### config.mk
export PLATFORM = sky130hd
export DESIGN_NAME = axi4_refill_resp_serializer
export DESIGN_NICKNAME = d
export VERILOG_FILES = /design/src/rtl/axi4_refill_resp_serializer.sv
export SDC_FILE = /design/constraint.sdc
export NUM_CORES = 1
export LEC_CHECK = 0
export CORE_ASPECT_RATIO = 0.5
export CORE_MARGIN = 5
export CORE_UTILIZATION = 44
export CTS_BUF_LIST = sky130_fd_sc_hd__clkbuf_2
export CTS_CLUSTER_DIAMETER = 40
export DETAILED_ROUTE_END_ITERATION = 7
export MAX_ROUTING_LAYER = met4
export PLACE_DENSITY = 0.79
export SLEW_MARGIN = 30
export SYNTH_ARGS = -nofsm -noshare
export SYNTH_HDL_FRONTEND = slang
export SYNTH_SLANG_ARGS = --single-unit
### constraint.sdc
create_clock -name clk -period 1.3 [get_ports clk]
set_input_delay 0.195 -clock clk [delete_from_list [all_inputs] [get_ports clk]]
set_output_delay 0.195 -clock clk [all_outputs]
set_load 0.005 [all_outputs]
### src/rtl/axi4_refill_resp_serializer.sv
// Refill response serializer: one cache line in, AXI4 R burst out.
// Optional macro REFILL_RESP_SER_PERF_CNT_EN adds burst/stall counters.
//
// Ports:
//   clk, rst          clock, synchronous active-high reset
//   line_*_i          wide line request (id/data/resp/user/single/valid)
//   line_ready_o      line accepted when valid & ready
//   init_r*_o         AXI4 R channel (rid/rdata/rresp/rlast/ruser/rvalid)
//   init_rready_i     AXI4 RREADY
//   perf_lines_o      completed bursts, saturating (macro only)
//   perf_stall_o      rvalid & !rready cycles, saturating (macro only)
module axi4_refill_resp_serializer #(
  parameter int CACHE_LINE        = 4,
  parameter int ICACHE_DATA_WIDTH = 32,
  parameter int AXI_ID            = 6,
  parameter int AXI_DATA          = 64,
  parameter int AXI_USER          = 8
) (
  input  logic                                    clk,
  input  logic                                    rst,
  input  logic [AXI_ID-1:0]                       line_id_i,
  input  logic [CACHE_LINE*ICACHE_DATA_WIDTH-1:0] line_data_i,
  input  logic [1:0]                              line_resp_i,
  input  logic [AXI_USER-1:0]                     line_user_i,
  input  logic                                    line_single_i,
  input  logic                                    line_valid_i,
  output logic                                    line_ready_o,
  output logic [AXI_ID-1:0]                       init_rid_o,
  output logic [AXI_DATA-1:0]                     init_rdata_o,
  output logic [1:0]                              init_rresp_o,
  output logic                                    init_rlast_o,
  output logic [AXI_USER-1:0]                     init_ruser_o,
  output logic                                    init_rvalid_o,
  input  logic                                    init_rready_i
`ifdef REFILL_RESP_SER_PERF_CNT_EN
  ,
  output logic [31:0]                             perf_lines_o,
  output logic [31:0]                             perf_stall_o
`endif
);

  localparam int LW = CACHE_LINE * ICACHE_DATA_WIDTH;
  localparam int NB = LW / AXI_DATA;
  localparam int CW = (NB > 1) ? $clog2(NB) : 1;
  localparam logic [CW-1:0] LAST_CNT = CW'(NB - 1);

  typedef enum logic {
    IDLE,
    SEND
  } state_t;

  state_t r_state;
  state_t w_state_nxt;

  logic [CW-1:0]                r_cnt;
  logic [CW-1:0]                w_cnt_nxt;
  logic [NB-1:0][AXI_DATA-1:0]  r_line;
  logic [AXI_ID-1:0]            r_id;
  logic [1:0]                   r_resp;
  logic [AXI_USER-1:0]          r_user;
  logic                         r_single;

  logic w_send;
  logic w_last;
  logic w_hs;
  logic w_ready;
  logic w_load;

  assign w_send = (r_state == SEND);
  assign w_last = w_send & ((r_cnt == LAST_CNT) | r_single);
  assign w_hs   = w_send & init_rready_i;

  always_ff @(posedge clk) begin
    if (rst) begin
      r_state <= IDLE;
      r_cnt   <= '0;
    end else begin
      r_state <= w_state_nxt;
      r_cnt   <= w_cnt_nxt;
    end
  end

  // A last-beat handshake may take the next line in the same cycle,
  // so back-to-back lines stream without a bubble.
  always_comb begin
    w_state_nxt = r_state;
    w_cnt_nxt   = r_cnt;
    w_ready     = 1'b0;
    w_load      = 1'b0;
    unique case (r_state)
      IDLE: begin
        w_ready = 1'b1;
        if (line_valid_i) begin
          w_load      = 1'b1;
          w_cnt_nxt   = '0;
          w_state_nxt = SEND;
        end
      end
      SEND: begin
        w_ready = init_rready_i & w_last;
        if (w_hs) begin
          if (w_last) begin
            w_cnt_nxt = '0;
            if (line_valid_i) begin
              w_load = 1'b1;
            end else begin
              w_state_nxt = IDLE;
            end
          end else begin
            w_cnt_nxt = r_cnt + 1'b1;
          end
        end
      end
      default: begin
        w_state_nxt = IDLE;
      end
    endcase
  end

  always_ff @(posedge clk) begin
    if (rst) begin
      r_line   <= '0;
      r_id     <= '0;
      r_resp   <= '0;
      r_user   <= '0;
      r_single <= 1'b0;
    end else if (w_load) begin
      r_line   <= line_data_i;
      r_id     <= line_id_i;
      r_resp   <= line_resp_i;
      r_user   <= line_user_i;
      r_single <= line_single_i;
    end
  end

  // Outputs are forced quiet for the whole time rst is high,
  // including before the first reset edge.
  assign line_ready_o  = w_ready & ~rst;
  assign init_rvalid_o = w_send & ~rst;
  assign init_rlast_o  = w_last & ~rst;
  assign init_rdata_o  = rst ? '0 : r_line[r_cnt];
  assign init_rid_o    = rst ? '0 : r_id;
  assign init_rresp_o  = rst ? '0 : r_resp;
  assign init_ruser_o  = rst ? '0 : r_user;

`ifdef REFILL_RESP_SER_PERF_CNT_EN
  logic [31:0] r_perf_lines;
  logic [31:0] r_perf_stall;

  always_ff @(posedge clk) begin
    if (rst) begin
      r_perf_lines <= '0;
      r_perf_stall <= '0;
    end else begin
      if (w_hs & w_last & ~&r_perf_lines) begin
        r_perf_lines <= r_perf_lines + 32'd1;
      end
      if (w_send & ~init_rready_i & ~&r_perf_stall) begin
        r_perf_stall <= r_perf_stall + 32'd1;
      end
    end
  end

  assign perf_lines_o = r_perf_lines;
  assign perf_stall_o = r_perf_stall;
`endif

endmodule

### Word level (Yosys, flattened, before mapping)

Cells that the tools add are included.

* bits in registers: 147
* word-level logic and storage cells: 40

* add/sub/neg operators: 1
* order comparisons: 1
* equality and inequality tests: 2
* multiplexer cells: 18
* bitwise operators: 9
* reductions and logical operators: 1

Operator list (number)
* $mux 64: 3
* $mux 1: 8
* $mux 8: 1
* $pmux 1 s2: 4
* $and 1x1->1: 6
* $mux 6: 1
* $lt 1x2->1 const B: 1
* $mux 2: 1
* $ne 2x1->1 const B: 1
* $ne 2x2->1 const B: 1
* $not 1->1: 2
* $reduce_and 2->1: 1
* $add 1x1->1 const B: 1
* $or 1x1->1: 1

### Longest topological paths before layout

Gate-level depths: netlist (run 1).

* depth in word-level cells: 5
* gate-level depth with buffers: 7

### Worst setup path before layout (run 1)

Ideal clock, no wire load.

* path type: register -> register
* from: register r_cnt
* to: register r_id[4]
* library setup time: 121 ps
* data arrival time: 1249 ps
* required time: 1179 ps
* slack: -70 ps
* stages on the path, launching flop included: 7
* buffers on the path: 3
* clock period less this slack: 1370 ps
* cells stage by stage: dfxtp_1 buf_2 o21ai_2 a21boi_1 buf_6 buf_6 mux2_2

* longest elaborated chain between the ends: 5

RTL lines
* from (decl): line 55 `logic [CW-1:0] r_cnt;`
* from (signal assigned): line 79 `r_cnt <= w_cnt_nxt;`
* $or 1x1->1: line 70 `assign w_last = w_send & ((r_cnt == LAST_CNT) | r_single);`
* $and 1x1->1: line 70
* $mux 1: line 102 `if (w_last) begin`
* $mux 1: line 101 `if (w_hs) begin`
* $pmux 1 s2: line 90 `unique case (r_state)`
* to (signal assigned): line 129 `r_id <= line_id_i;`
* to (decl): line 58 `logic [AXI_ID-1:0] r_id;`

No other way between the ends.
A chain may end at the register's enable or synchronous reset.

### Final worst setup path (run 1)

* from: register r_cnt
* to: output init_rdata_o[28]

* longest elaborated chain between the ends: 3

RTL lines
* $mux 64 (implied by the code) (2 in series): line 141 `assign init_rdata_o = rst ? '0 : r_line[r_cnt];`
* $mux 64: line 141
* to (decl): line 29 `output logic [AXI_DATA-1:0] init_rdata_o,`

No other way between the ends. The select of a mux whose other input is x is not followed.

==> results of run 1 <==
[area by class of cell]
class	count	area [sq um]
repair buffers	436	4570
multi-input cells	574	4430
fillers	1115	4110
flip-flops and latches	147	2950
well taps	227	284
clock inverters	14	164
clock buffers	18	90.1
[path summary, 6_finish.rpt]
check | depth (start not counted) | end | slack (ns)
max | 6 | init_rdata_o[28] | -0.92
min | 3 | r_line[112] | 0.08
max reg2reg | 10 | r_line[48] | -0.86
min reg2reg | 2 | r_line[87] | 0.49
[worst max-delay path, stage by stage (launching register included)]
cell and delay (ns):
dfxtp_4 0.44, buf_6 0.14, buf_4 0.15, clkbuf_16 0.17, mux2i_1 0.21, nor2_1 0.05
clkdlybuf4s15_1 0.20
[kinds of logic after synthesis]
kind of cell,after synthesis,share of synthesized area [%]
muxes,210,28.2
AOI/OAI and AO/OA,5,0.465
buffers and inverters,64,4.72
DFF,147,39.1
and+or+nand+nor,359,27.6
[timing repair]
action	4_1_cts	5_1_grt
hold buffers	66	10
pin swaps	2	17
hold endpoints to repair	70	10
buffers inserted	12	42
gates cloned	11	13
resized for setup	259	118
endpoints found under the setup margin	218	228
[metal layers]
layer  global-route usage, %  wire length [microns]  up-vias
met1                    24.4                  10100     3157
met5                       -                      0        -
li1                        -                      -     3334
met4                    6.17                    310        0
met3                    3.46                    751       29
met2                    38.7                  12200      119
[registers in the layout, summed over array words and instances (netlist names)]
signal / flops
r_line: 128
r_user: 8
r_id: 6
r_resp: 2
r_cnt: 1
r_single: 1
r_state: 1
[stage by stage]
step | TNS, ns | cells
floorplan | -2.03 | 785
global placement | -74.02 | 1231
detailed placement | -77.38 | 1231
CTS | -120.28 | 1352
global route | -172.18 | 1416
finish | -156.34 | 1416
[power breakdown]
group	total, mW	internal [mW]	switching, mW	leakage (nW)
sequential	4.99	4.83	0.168	1.21
combinational	2.93	1.91	1.03	3.91
clock	2.77	1.07	1.70	0.151
total	10.7	7.80	2.89	5.27
[cells in the final DEF (no fill, tap or decap), types with 21 or more instances in the layout]
cell type,n
buf_12,21
buf_2,55
buf_4,59
buf_6,22
clkbuf_2,36
clkdlybuf4s50_1,147
dfxtp_1,145
dlygate4sd3_1,76
mux2i_1,182
nand2b_1,258
nor2_1,66
==> impl_metrics.env, run 1 <==
export IMPL_status="complete, but fails checks"
export IMPL_violations="negative setup slack"
export IMPL_ys_types=14
export IMPL_diodes=0
export IMPL_critPathCaptureType="output port"
export IMPL_rsz0062_at_grt="true"
export IMPL_clockBufferDepth=2
export IMPL_routed_via_density=4.69
export IMPL_syn_nets=934
export IMPL_worstPathRequired_ns=1.11
export IMPL_finalHoldViolCount=0
export IMPL_grtUsageTotal_pct=21.2
export IMPL_synth_area_per_cell_sq_um=9.60
export IMPL_post_drt_wl_per_cell_microns=16.5
export IMPL_initial_utilization_pct=45.4
export IMPL_gp_congestion=0.781
export IMPL_whs_ns=0.0784
export IMPL_async_flop_share_pct=0
export IMPL_fin_util_pct=75.3
export IMPL_die_y_microns=103
export IMPL_dpl_hpwl_mm=13.7
export IMPL_ys_ff_latch=147
export IMPL_critPathKind="register to output port"
export IMPL_cts_buffers=17
export IMPL_die_area_sq_um=20000
export IMPL_r2r_start="r_cnt"
export IMPL_firstDrtPassIters=4
export IMPL_synth_most_common_cell="nand2b_1"
export IMPL_startpoint="r_cnt"
export IMPL_rows=33
export IMPL_path_max_fanout=6
export IMPL_antenna_found_initial=0
export IMPL_drive_above_1_share_pct=24.1
export IMPL_ys_flop_type="dfxtp_1"
export IMPL_min_delay_start="line_data_i[112]"
export IMPL_clkSlewWorstSetupHoldPaths_ns=0.20
export IMPL_tightest_slew_ns=0.561
export IMPL_drt_initial_drc_count=186
export IMPL_critPathLaunchType="register"
export IMPL_synth_top_cell_area_share_pct=39.1
export IMPL_setup_violations=230
export IMPL_max_freq_mhz=450
export IMPL_clock_latency_ns=0.71
export IMPL_power_leakage_nw=5.27
export IMPL_io_buffers=231
export IMPL_grt_max_degree=61
export IMPL_finalCritPeriodShare_pct=171
export IMPL_cts_root_buffer="clkbuf_2"
export IMPL_period_needed_ns=2.22
export IMPL_cts_tree="yes"
export IMPL_p_total_mw=10.7
export IMPL_placed_cell_area_sq_um=10400
export IMPL_area_delta_synth_final_pct=65.8
export IMPL_netlist_top_cell_by_area="dfxtp_1"
export IMPL_grt_overflow_total=0
export IMPL_peakVddDrop_v=0.000524
export IMPL_yosysSeqAreaShare_pct=39.1
export IMPL_yosys_top_cells_count="258 x nand2b_1, 194 x mux2i_1, 147 x dfxtp_1"
export IMPL_routed_wl_mm=23.4
export IMPL_die_w_microns=195
export IMPL_finalWorstSetupSlack_ns=-0.925
export IMPL_pin_count=232
export IMPL_final_cell_area_sq_um=12500
export IMPL_dp_slack_ns=-0.476
export IMPL_core_sq_um=16600
export IMPL_postSynthCellCount=785
export IMPL_hp_class="primary input to register"
export IMPL_cts_sinks=147
export IMPL_grt_pass1_vias=6754
export IMPL_worst_ep_arrival_time_ns=2.03
export IMPL_cts_htree_levels=4
export IMPL_vias=6639
export IMPL_layout_nets=1325
export IMPL_finalMaxSlewViolations=0
export IMPL_grt_first_pass_wirelength_mm=33.4
export IMPL_post_route_drc_count=0
export IMPL_ys_top_cells_by_area="dfxtp_1 39%, mux2i_1 26%, nand2b_1 21%"
export IMPL_cap_violations=0
export IMPL_postRouteAntennaNets=0
export IMPL_syn_area_sq_um=7530
export IMPL_synth_edf_count=0
export IMPL_p_per_area_nw_per_um2=856
export IMPL_skew_ns=0.0531
export IMPL_slew_headroom_pct=62.5
export IMPL_yosys_warnings=0
Power figures use the tool's default switching activity.
==> run 2: changes to the inputs <==
--- a/config.mk
+++ b/config.mk
@@ -5,14 +5,15 @@
 export SDC_FILE = /design/constraint.sdc
 export NUM_CORES = 1
 export LEC_CHECK = 0
+export ABC_CLOCK_PERIOD_IN_PS = 1300
 export CORE_ASPECT_RATIO = 0.5
-export CORE_MARGIN = 5
 export CORE_UTILIZATION = 44
 export CTS_BUF_LIST = sky130_fd_sc_hd__clkbuf_2
 export CTS_CLUSTER_DIAMETER = 40
 export DETAILED_ROUTE_END_ITERATION = 7
 export MAX_ROUTING_LAYER = met4
 export PLACE_DENSITY = 0.79
+export REMOVE_ABC_BUFFERS = 1
 export SLEW_MARGIN = 30
 export SYNTH_ARGS = -nofsm -noshare
 export SYNTH_HDL_FRONTEND = slang
==> run 2 against run 1 <==
  * The run still ends with negative setup slack left
  * Critical path type unchanged
  * Die area decreased by 12%
  * Fmax is 4.1% higher
  * Setup slack improved by 0.088 ns
  * Register-to-register slack improved by 0.14 ns
  * First-iteration DRC count rose by 18%
  * Wire length fell by 3.6%
  * Clock power up 15%
  * Power rose by 2.6%
  * Global-route usage increased by 1.7 points
  * Cell area down 3.2%
==> impl_metrics.env, run 2 (same netlist as run 1, synthesis figures left out) <==
export IMPL_crit_chain="buf_12 > buf_12 > buf_4 > mux2i_1 > nor2_1 > buf_2"
export IMPL_hp_class="primary input to register"
export IMPL_core_sq_um=16600
export IMPL_cts_tree="yes"
export IMPL_cts_buffers=17
export IMPL_crit_path_frequent_cell="buf_12"
export IMPL_post_route_drc_count=0
export IMPL_worstPathRequired_ns=1.11
export IMPL_cts_sinks=147
export IMPL_postRouteAntennaNets=0
export IMPL_fin_util_pct=73.0
export IMPL_largest_reg_flops=128
export IMPL_initial_utilization_pct=45.5
export IMPL_grt_overflow_total=0
export IMPL_power_leakage_nw=5.03
export IMPL_regArea_sq_um=2960
export IMPL_die_area_sq_um=17700
export IMPL_cap_violations=0
export IMPL_setup_violations=229
export IMPL_period_needed_ns=2.14
export IMPL_crit_path_top_delay_cell="dfxtp_4"
export IMPL_r2r_start="r_cnt"
export IMPL_slew_headroom_pct=70.2
export IMPL_path_max_fanout=6
export IMPL_slowest_delay_ns=0.45
export IMPL_finalWorstSetupSlack_ns=-0.837
export IMPL_final_common_cell="nand2b_1"
export IMPL_grt_max_degree=49
export IMPL_vias=6578
export IMPL_rows=33
export IMPL_critPathLaunchType="register"
export IMPL_dpl_hpwl_mm=13.3
export IMPL_layout_common_cells="258 x nand2b_1, 184 x mux2i_1, 147 x clkdlybuf4s50_1"
export IMPL_clockBufferDepth=2
export IMPL_finalHoldViolCount=0
export IMPL_routed_via_density=4.76
export IMPL_finalMaxSlewViolations=0
export IMPL_peakVddDrop_v=0.000607
export IMPL_reg2regPathDepth=11
export IMPL_routed_wl_mm=22.5
export IMPL_layout_nets=1290
export IMPL_grt_first_pass_wirelength_mm=31.4
export IMPL_cp_endpoint="init_rdata_o[29]"
export IMPL_nFillCells=1151
export IMPL_rsz0062_at_grt="true"
export IMPL_violations="negative setup slack"
export IMPL_gp_congestion=0.774
export IMPL_post_drt_wl_per_cell_microns=16.3
export IMPL_grt_pass1_vias=6440
export IMPL_cp_depth=6
export IMPL_status="complete, but fails checks"
export IMPL_p_per_area_nw_per_um2=907
export IMPL_antenna_found_initial=1
export IMPL_max_freq_mhz=468
export IMPL_pin_count=232
export IMPL_die_w_microns=187
export IMPL_reg_top3="r_line: 128 flops, r_user: 8 flops, r_id: 6 flops"
export IMPL_cts_root_buffer="clkbuf_2"
export IMPL_clock_latency_ns=0.72
export IMPL_critPathCaptureType="output port"
export IMPL_clkSlewWorstSetupHoldPaths_ns=0.26
export IMPL_finalCritPeriodShare_pct=164
export IMPL_cts_htree_levels=4
export IMPL_top_register="r_line"
export IMPL_tightest_slew_ns=0.447
export IMPL_area_delta_synth_final_pct=60.5
export IMPL_drive_above_1_share_pct=25.5
export IMPL_io_buffers=231
export IMPL_multi_input_area_sq_um=4430
export IMPL_timing_rr_end="r_line[85]"
export IMPL_p_total_mw=11.0
export IMPL_cp_top_family="buffers and inverters"
export IMPL_drt_initial_drc_count=219
export IMPL_skew_ns=0.0551
export IMPL_whs_ns=0.0340
export IMPL_die_y_microns=94.5
export IMPL_firstDrtPassIters=4
export IMPL_grtUsageTotal_pct=22.9
export IMPL_startpoint="r_cnt"
export IMPL_critPathBufInv=4
export IMPL_critPathKind="register to output port"
export IMPL_worst_ep_arrival_time_ns=1.94
export IMPL_reg2reg_slack_ns=-0.72
-- run 2: cell count changes in the layout (fill, tap and decap cells not counted), moves of 3 or more --
cell and delta:
buf_2 -16, buf_4 -3, bufbuf_16 -6, clkbuf_2 +17, clkinv_2 -3, dfxtp_1 -13
dfxtp_2 +13, dlygate4sd3_1 -26, mux2_2 +4, mux2_4 -4
-- run 2: tightest hold or removal path, stage by stage --
cell and delay [ns]:
clkdlybuf4s50_1 0.41, nand2b_1 0.08, mux2i_1 0.06
-- run 2: timing repair --
item / 4_1_cts / 5_1_grt
endpoints found under the hold margin: 39 / 13
hold buffers: 37 / 13
setup endpoints to repair: 228 / 228
buffers inserted: 6 / 39
pin swaps: 1 / 17
gates cloned: 5 / 13
resized for setup: 251 / 141
-- run 2: stage by stage --
step	setup TNS [ns]	setup slack, ns	std cells	cell area, sq um
after floorplan	-1777.90	-11.92	721	7180
after global placement	-77.52	-0.449	1237	10400
after detailed placement	-83.56	-0.503	1237	10400
after CTS	-103.75	-1.06	1316	11300
after global routing	-159.18	-0.979	1381	12100
final	-138.32	-0.837	1381	12100
-- run 2: power by group --
part | internal [mW] | total (mW) | leakage (nW) | switching, mW
clock | 1.45 | 3.19 | 0.163 | 1.74
sequential | 4.83 | 5.01 | 1.21 | 0.178
combinational | 1.76 | 2.77 | 3.66 | 1.01
-- run 2: layout make-up --
| class | instances | share of cell area, % |
|---|---|---|
| Clock inverter | 13 | 1.73 |
| Clock buffer | 18 | 0.745 |
| Multi-Input combinational cell | 574 | 36.7 |
| Timing Repair Buffer | 401 | 34.0 |
| Tap cell | 227 | 2.35 |
| Antenna cell | 1 | 0.0207 |
| Sequential cell | 147 | 24.5 |
-- run 2: routing by layer --
layer,wire [microns],GRT usage (%),up-vias
li1,-,-,3271
met1,9810,25.5,3125
met2,11400,42.0,139
met3,709,4.20,43
met4,563,7.24,0
met5,0,-,-
-- run 2: how the worst min path moves through the flow --
stage,start,to,slack [ns],depth (start not counted)
finish,line_data_i[78],r_line[78],0.03,3
global placement,r_line[89],r_line[89],0.46,2
CTS,line_data_i[66],r_line[66],0.0005,3
floorplan,rst,r_cnt,0.27,1
detailed placement,r_line[75],r_line[75],0.46,2
global route,line_data_i[43],r_line[43],-0.03,3
==> run 3: changes to the inputs <==
--- a/config.mk
+++ b/config.mk
@@ -18,3 +18,4 @@
 export SYNTH_ARGS = -nofsm -noshare
 export SYNTH_HDL_FRONTEND = slang
 export SYNTH_SLANG_ARGS = --single-unit
+export TNS_END_PERCENT = 10
==> run 3 against run 2 <==
  * The run still ends with negative setup slack left
  * Sequential power about the same
  * Non-clock buffer count fell by 33
  * Hold slack better by 0.014 ns
  * Sequential cell count is the same
  * Critical path depth unchanged
  * Final cell count decreased by 2.5%
  * Critical path type unchanged
==> impl_metrics.env, run 3 (same netlist as run 1, synthesis figures left out) <==
export IMPL_critPathLaunchType="register"
export IMPL_rsz0062_at_grt="true"
export IMPL_worst_ep_arrival_time_ns=1.87
export IMPL_antenna_found_initial=0
export IMPL_cts_htree_levels=4
export IMPL_io_buffers=231
export IMPL_gp_congestion=0.774
export IMPL_grt_max_degree=49
export IMPL_clockBufferDepth=2
export IMPL_grt_pass1_vias=6333
export IMPL_grt_first_pass_wirelength_mm=30.4
export IMPL_diodes=0
export IMPL_layout_common_cells="258 x nand2b_1, 188 x mux2i_1, 147 x clkdlybuf4s50_1"
export IMPL_cts_root_buffer="clkbuf_2"
export IMPL_dp_slack_ns=-0.503
export IMPL_intPower_mw=7.75
export IMPL_drive_above_1_share_pct=22.9
export IMPL_max_freq_mhz=483
export IMPL_layout_nets=1257
export IMPL_tightest_slew_ns=0.432
export IMPL_dp_cells=1237
export IMPL_cts_buffers=17
export IMPL_finalSetupTns_ns=-102.84
export IMPL_drt_initial_drc_count=177
export IMPL_post_drt_wl_per_cell_microns=15.0
export IMPL_area_delta_synth_final_pct=51.1
export IMPL_initial_utilization_pct=45.5
export IMPL_firstDrtPassIters=4
export IMPL_finalWorstSetupSlack_ns=-0.768
export IMPL_seqPwrFrac_pct=47.5
export IMPL_vias=6350
export IMPL_core_sq_um=16600
export IMPL_routed_wl_mm=20.2
export IMPL_critPathCaptureType="output port"
export IMPL_slew_headroom_pct=71.2
export IMPL_critPathKind="register to output port"
export IMPL_grtUsageTotal_pct=22.0
export IMPL_path_max_fanout=8
export IMPL_reg_top3="r_line: 128 flops, r_user: 8 flops, r_id: 6 flops"
export IMPL_violations="negative setup slack"
export IMPL_p_per_area_nw_per_um2=925
export IMPL_worstPathRequired_ns=1.11
export IMPL_largest_reg_flops=128
export IMPL_finalMaxSlewViolations=0
export IMPL_die_w_microns=187
export IMPL_placed_cell_area_sq_um=10400
export IMPL_rows=33
export IMPL_cts_sinks=147
export IMPL_dpl_hpwl_mm=13.3
export IMPL_status="complete, but fails checks"
export IMPL_cts_tree="yes"
export IMPL_switchingPower_mw=2.78
export IMPL_clock_latency_ns=0.71
export IMPL_skew_ns=0.0625
export IMPL_pin_count=232
export IMPL_hp_class="primary input to register"
export IMPL_instances_no_fill=1347
export IMPL_p_clk_share_pct=30.2
export IMPL_die_y_microns=94.5
export IMPL_peakVddDrop_v=0.000606
export IMPL_p_total_mw=10.5
export IMPL_power_share_switching_pct=26.4
export IMPL_comb_power_share_pct=22.3
export IMPL_power_leakage_nw=4.66
export IMPL_setup_violations=229
export IMPL_routed_via_density=4.71
export IMPL_fin_util_pct=68.7
export IMPL_top_register="r_line"
export IMPL_die_area_sq_um=17700
export IMPL_final_cell_area_sq_um=11400
export IMPL_post_route_drc_count=0
export IMPL_finalHoldViolCount=0
export IMPL_period_needed_ns=2.07
export IMPL_finalCritPeriodShare_pct=159
export IMPL_whs_ns=0.0483
export IMPL_cap_violations=0
export IMPL_clkSlewWorstSetupHoldPaths_ns=0.25
export IMPL_final_common_cell="nand2b_1"
export IMPL_postRouteAntennaNets=0
export IMPL_grt_overflow_total=0
==> run 3: cell count changes in the layout (fill, tap and decap cells not counted), moves of 6 or more <==
| cell | before | now |
|---|---|---|
| buf_12 | 23 | 14 |
| buf_8 | 8 | 0 |
| clkbuf_16 | 12 | 4 |
| buf_16 | 7 | 0 |
| buf_4 | 56 | 50 |
==> run 3: power by group through the flow <==
stage | logic, mW | clock network (mW) | registers (mW)
5_1_grt | 2.53 | 3.44 | 5.04
2_1_floorplan | 1.23 | 0 | 5.07
4_1_cts | 2.22 | 3.24 | 4.99
6_report | 2.35 | 3.18 | 5.00
3_5_place_dp | 2.13 | 0 | 5.07
3_3_place_gp | 2.09 | 0 | 5.05
==> run 3: path summary, 6_finish.rpt <==
path	depth (start not counted)	to	slack [ns]	startpoint
worst max-delay path	6	init_rdata_o[60]	-0.77	r_cnt
worst min-delay path	3	r_line[78]	0.05	line_data_i[78]
worst max register to register	7	r_line[38]	-0.47	r_cnt
worst min register to register	2	r_line[77]	0.49	r_line[77]
==> run 3: timing repair <==
item,in CTS,in global routing
setup buffers,0,25
setup endpoints to repair,228,228
pin swaps,1,11
hold buffers,37,13
gates cloned,0,4
resized for setup,251,103
endpoints found under the hold margin,39,14
==> run 3: metal layers <==
metal | share of wire (%) | track usage (%) | vias to the layer above
met3 | 2.3 | 3.94 | 30
met5 | 0 | - | -
met1 | 43 | 24.6 | 3019
met2 | 52 | 40.3 | 105
met4 | 1.9 | 6.97 | 0
li1 | - | - | 3196
==> run 3: worst max-delay path, stage by stage, from the launching register on <==
cell	delay (ns)
dfxtp_4	0.46
buf_12	0.15
buf_12	0.14
buf_4	0.11
mux2i_1	0.17
nor2_1	0.05
buf_2	0.14
==> run 3: final cells by class <==
type	count	area [sq um]
fillers	1313	5180
flip-flops and latches	147	2960
well taps	227	284
multi-input cells	574	4410
repair buffers	368	3420
clock inverters	13	209
clock buffers	18	90.1
